## src/rtl/dffx_pipe.sv

```systemverilog
// dffx_pipe: a WIDTH-bit, DEPTH-stage register delay line in which every stage
// carries a valid bit. It generalises the single-bit synchronous set/reset
// flops to a tapped delay line.
//   CLK     : clock; all state updates on the rising edge
//   RESET   : synchronous active-high reset. Loads RST_VAL into every data
//             stage and clears the valid bits and OCC. Overrides CE.
//   CE      : enables the shift of data and valid bits and the OCC update
//   D/VLD_I : data and valid bit entering stage 0
//   TAP     : stage selected for Q_TAP/VLD_TAP. Values >= DEPTH read the last stage.
//   Q/VLD_O : data and valid bit of the last stage (registered)
//   Q_TAP/VLD_TAP : data and valid bit of stage TAP (combinational mux)
//   OCC     : number of stages whose valid bit is set (registered)
module dffx_pipe #(
  parameter int unsigned      WIDTH   = 8,
  parameter int unsigned      DEPTH   = 4,
  parameter logic [WIDTH-1:0] INIT    = '0,
  parameter logic [WIDTH-1:0] RST_VAL = '0,
  parameter int unsigned      TW      = (DEPTH > 1) ? $clog2(DEPTH) : 1,
  parameter int unsigned      OW      = $clog2(DEPTH + 1)
) (
  input  logic             CLK,
  input  logic             RESET,
  input  logic             CE,
  input  logic [WIDTH-1:0] D,
  input  logic             VLD_I,
  input  logic [TW-1:0]    TAP,
  output logic [WIDTH-1:0] Q,
  output logic             VLD_O,
  output logic [WIDTH-1:0] Q_TAP,
  output logic             VLD_TAP,
  output logic [OW-1:0]    OCC
);

  // Declaration initialisers supply the power-up state (INIT data, no valids).
  logic [DEPTH-1:0][WIDTH-1:0] s_q = {DEPTH{INIT}};
  logic [DEPTH-1:0][WIDTH-1:0] s_d;
  logic [DEPTH-1:0]            v_q = '0;
  logic [DEPTH-1:0]            v_d;
  logic [OW-1:0]               occ_q = '0;
  logic [OW-1:0]               occ_d;

  always_comb begin
    s_d   = s_q;
    v_d   = v_q;
    occ_d = occ_q;
    if (CE) begin
      s_d[0] = D;
      v_d[0] = VLD_I;
      for (int unsigned i = 1; i < DEPTH; i++) begin
        s_d[i] = s_q[i-1];
        v_d[i] = v_q[i-1];
      end
      // An entry arriving and an entry leaving on the same edge cancel out,
      // so OCC moves by at most one and stays within 0..DEPTH.
      if (VLD_I && !v_q[DEPTH-1]) begin
        occ_d = occ_q + OW'(1);
      end else if (!VLD_I && v_q[DEPTH-1]) begin
        occ_d = occ_q - OW'(1);
      end
    end
  end

  always_ff @(posedge CLK) begin
    if (RESET) begin
      s_q   <= {DEPTH{RST_VAL}};
      v_q   <= '0;
      occ_q <= '0;
    end else begin
      s_q   <= s_d;
      v_q   <= v_d;
      occ_q <= occ_d;
    end
  end

  // The default is the last stage, so out-of-range TAP values clamp to it.
  always_comb begin
    Q_TAP   = s_q[DEPTH-1];
    VLD_TAP = v_q[DEPTH-1];
    for (int unsigned i = 0; i < DEPTH; i++) begin
      if (32'(TAP) == i) begin
        Q_TAP   = s_q[i];
        VLD_TAP = v_q[i];
      end
    end
  end

  assign Q     = s_q[DEPTH-1];
  assign VLD_O = v_q[DEPTH-1];
  assign OCC   = occ_q;

endmodule

```

## config.mk

```make
export PLATFORM = sky130hd
export DESIGN_NAME = dffx_pipe
export DESIGN_NICKNAME = d
export VERILOG_FILES = /design/src/rtl/dffx_pipe.sv
export SDC_FILE = /design/constraint.sdc
export NUM_CORES = 1
export LEC_CHECK = 0
export ABC_AREA = 1
export BUFFER_PORTS_ARGS = -buffer_cell sky130_fd_sc_hd__buf_4
export CORE_ASPECT_RATIO = 1.75
export CORE_MARGIN = 10
export CORE_UTILIZATION = 50
export CTS_CLUSTER_DIAMETER = 200
export DETAILED_ROUTE_END_ITERATION = 8
export PLACE_DENSITY = 0.84
export SYNTH_ARGS = -nofsm -noshare
export SYNTH_HDL_FRONTEND = slang
export SYNTH_SLANG_ARGS = --single-unit
```

## constraint.sdc

```tcl
create_clock -name CLK -period 1.9 [get_ports CLK]
set_clock_uncertainty 0.15 [all_clocks]
set_input_delay 0.095 -clock CLK [delete_from_list [all_inputs] [get_ports CLK]]
set_output_delay 0.095 -clock CLK [all_outputs]
set_load 0.01 [all_outputs]
```

* Yosys cells after proc, flatten, opt, wreduce, memory -nomap -nowiden
Index checks and enable logic that the tools add are counted.
** Operators by class
- $add $sub $neg :: 2
- Eq/ne operators :: 3
- Mux-type cells :: 10
- Reductions and logical operators :: 7
** Operators with widths (number)
- $mux 8 :: 4
- $mux 3 :: 2
- $eq 2x2->1 const B :: 2
- $mux 1 :: 4
- $add 3x1->3 const B :: 1
- $sub 3x1->3 const B :: 1
- $eq 2x1->1 const B :: 1
- $logic_and 1x1->1 :: 2
- $logic_not 1->1 :: 2
- $logic_not 2->1 :: 1
- $reduce_and 2->1 :: 1
- $reduce_bool 2->1 :: 1
** Storage, ports and cells
- Word-level logic and storage cells :: 28
- Output and inout port bits :: 21
- Input bits :: 14
- Flip-flop bits (word level) :: 39

* Longest topological paths before layout
- Depth in word-level cells :: 5
- Depth in mapped cells :: 10
- Gate-level depth less buffers :: 10

* Worst setup path before layout
No wires, ideal clock.
- Path kind :: register -> register
- Start :: reg v_q[3]
- End :: reg occ_q[1] (netlist: OCC[1])
- Cell stages (with the launch flop) :: 7
- Path slack :: 0.349 ns
- Arrival :: 1.285 ns
- Clock period less this slack :: 1.551 ns
- Setup time :: 0.116 ns
- Buffers on the path :: 0
- Data required time :: 1.634 ns
- Cell sequence :: dfxtp_1 > inv_1 > ha_1 > inv_1 > fa_1 > o21ai_0 > nor2_1
** On the way
- Cells in the longest elaborated chain, start to end :: 4
- Elaborated cells on any way between the ends :: 6
- Those cells by class :: mux: 1; reduce/logical: 5
** RTL lines
- from (decl) :: line 37 : logic [DEPTH-1:0] v_q = '0;
- from (signal assigned) :: line 70 : v_q <= v_d;
- $logic_not 1->1 :: line 55 : if (VLD_I && !v_q[DEPTH-1]) begin
- $logic_and 1x1->1 :: line 55
- $reduce_bool 2->1 (no source line)
- $reduce_and 2->1 (no source line)
- to (signal assigned) :: line 67 : occ_q <= '0;
- to (signal assigned) :: line 71 : occ_q <= occ_d;
- to (decl) :: line 39 : logic [OW-1:0] occ_q = '0;
Parallel ways exist; a longest one is shown, timed or not.
A chain may end at the register's enable or synchronous reset.

* Worst setup path after layout
- Start :: reg v_q[3]
- End :: reg occ_q[2] (netlist: OCC[2])
Same word-level chain as after synthesis.

==> results by group <==
Synth
  • Yosys reg bits: 39
  • Largest cells by area after synthesis: dfxtp_1 44%, nor2_1 16%, o21ai_0 9.5%
  • Fraction of the mapped netlist area in compound gates: 0.106
  • Syn_area_per_cell: 7.20 sq um
  • Post-synth top area share: 0.436
  • Mapped Nets: 265
  • Largest family of logic cells by synthesized area: simple AND/OR/NAND/NOR gates
  • Adder-Cell Fraction of Synth Area: 0.0182
  • Synth area leader: dfxtp_1
  • Synthesized instance count: 249
  • Synth warn: 0
  • Post-synth EDFFs: 0
  • Top FF cell, synth: dfxtp_1
  • Seq/Total Area, Yosys: 0.436
  • Post-synthesis xor/xnor area fraction: 0.00489
  • Asr flop ratio synth: 0
  • Post-synthesis cell type count: 23
  • Mapped Area: 1790 sq um
  • Simple-Gate Fraction of Synth Area: 0.319
  • Multiplexer area fraction after synthesis: 0

STA
  • Final Critical Period: 1.74 ns
  • Setup TNS: 0 ns
  • Count of final hold-check violations: 0
  • Tcrit/Tclk final: 0.913
  • Max-Slew Margin vs Limit: 0.750
  • Max Freq: 576 MHz
  • RSZ-0062 raised after global routing: no
  • Hold Slack: 0.0863 ns
  • Slew at the pin with the worst max-slew slack: 0.375 ns
  • Finish-stage setup viols: 0
  • Fin. max-slew vios: 0

Clock network
  • CTS Buffer Depth: 2
  • Setup Fix Bufs, Post-CTS: 0
  • CTS tree: built
  • Clock sinks: 39
  • H-tree levels: 2
  • Num CTS Buffers: 5
  • PostCTS Resize Cnt: 0
  • Hold Buf Count CTS: 10
  • Clk slew on worst S/H paths: 0.08 ns
  • Clock root cell: clkbuf_8
  • Clock latency on the worst-skew pair: 0.30 ns

Worst setup path
  • Slowest-stage cell, CP: fa_1
  • Reg2reg path depth: 10
  • Critical-path cell list: inv_1 > ha_1 > inv_1 > fa_1 > inv_1 > nand2_1 > nand3_1 > nand2_1 > nand2_1 > nor2_1
  • CP Data Arrival Time: 1.78 ns
  • Reg2reg setup slack: 0.16 ns
  • WS Path Type: reg -> reg
  • Largest fanout on the critical path: 3
  • Crit Reg-Reg Endpoint: OCC[2]
  • Critical Path RT: 1.95 ns
  • CP peak stage delay: 0.40 ns
  • Kind of end point of the critical path: register
  • Worst setup SP type: register
  • Crit Reg-Reg Startpoint: v_q[3]
  • Crit path from: v_q[3]

Detailed routing
  • Final WL: 4480 microns
  • Post-route DRC: 0
  • Vias per inst: 5.14
  • Iteration-0 DRC Markers: 77
  • Via count: 1680
  • DRT Pass-1 Iters: 4
  • Antenna Nets Post-Route: 0
  • DR WL/cell: 13.7 microns

Finish
  • Area added between synthesis and finish: 21.6%
  • Commonest cells after routing, fill and taps aside: 75 x nor2_1, 44 x nand2_1, 39 x dfxtp_1
  • Share of layout cells above drive strength 1: 0.184
  • Diode count: 0
  • Commonest non-fill, non-tap cell in the layout: nor2_1
  • Fin nets: 297

Die
  • # rows: 28
  • Die Width: 65.3 microns
  • Starting Density: 0.522
  • I/O Pins: 35
  • Die Area: 6470 sq um
  • Area of the core: 3430 sq um
  • Die span in y: 99.2 microns

Placed design
  • Port buffer count: 34
  • Final RePlAce weighted congestion: 0.769
  • Detailed placer's ending HPWL: 2930 microns

Power
  • Peak supply drop: 686 uV
  • PwrDens: 898 nW/um^2
  • Leak: 1.01 nW
  • Total power: 1.96 mW

Worst hold path
  • Hold Crit Class: in -> reg
  • Worst Hold Launch: CE
  • Hold path endpoint: s_q[15]
  • Hold path depth: 4

GRT
  • Pin count of the biggest net entering global routing: 39
  • Initial antenna violation count: 0
  • First-pass GRT wire length: 7480 microns
  • Vias in the first global route: 1688
  • Total track usage: 0.142
  • Total grt overflow: 0

Flow run
  • Max Cap Violations: 0

Outcome
  • Status: completed
## kinds of logic (layout without fill, tap and decap cells)
logic type,Yosys count,count (layout)
AOI/OAI and AO/OA,38,38
xor gates and xnor gates,1,1
buffers and inverters,31,64
and+or+nand+nor,138,138
DFF,39,39
adders and majority gates,2,2
## critical path, delay by kind of cell, from the launching register on
kind | cells | cell delay (ns)
fa+ha+maj | 2 | 0.58
buf+inv | 3 | 0.26
flops | 1 | 0.33
simple gates | 5 | 0.33
## per-stage QoR
step | worst slack (ns) | utilization | instance area, sq um | cells
global route | 0.0233 | 0.634 | 2180 | 327
CTS | 0.237 | 0.634 | 2180 | 327
detailed placement | 0.245 | 0.570 | 1960 | 309
global placement | 0.359 | 0.570 | 1960 | 309
floorplan | 0.349 | - | 1790 | 249
finish | 0.164 | 0.634 | 2180 | 327
## state kept, by name (all words and copies together) (netlist names)
signal  flops
s_q        24
Q           8
v_q         4
OCC         3
## report_power, final
| part | switching (mW) | internal, mW | leakage, nW |
|---|---|---|---|
| Clock | 0.303 | 0.432 | 0.0618 |
| Sequential | 0.0457 | 0.874 | 0.323 |
| Combinational | 0.165 | 0.136 | 0.626 |
## area by class of cell
class                           count  area [sq um]
Multi-Input combinational cell    179           803
Tap cell                           45          56.3
Inverter                            9          38.8
Timing Repair Buffer               47           378
Clock buffer                        6          82.6
Clock inverter                      2          38.8
Fill cell                         326          1250
Sequential cell                    39           781
## cell usage after synthesis (2+ instances only)
master / count
buf_6: 6
inv_4: 2
clkbuf_2: 4
dfxtp_1: 39
buf_2: 2
nand2_1: 44
nor2_1: 75
nand3_1: 10
inv_1: 6
buf_4: 9
nand4_1: 5
o21ai_1: 3
o21ai_0: 34
## worst max-delay path by stage
stage	endpoint	slack [ns]	depth (start not counted)
floorplan	OCC[1]	0.35	6
global placement	OCC[2]	0.36	10
detailed placement	OCC[2]	0.24	10
CTS	OCC[2]	0.24	10
global route	OCC[2]	0.02	10
finish	OCC[2]	0.16	10
## metal layers
layer / up-vias / share of wire / GRT usage
met5: - / 0 / 0
met2: 33 / 0.53 / 0.251
li1: 845 / - / -
met3: 10 / 0.053 / 0.0393
met1: 792 / 0.39 / 0.139
met4: 0 / 0.020 / 0.0894
Note: power is estimated with default switching activity, not from simulation.
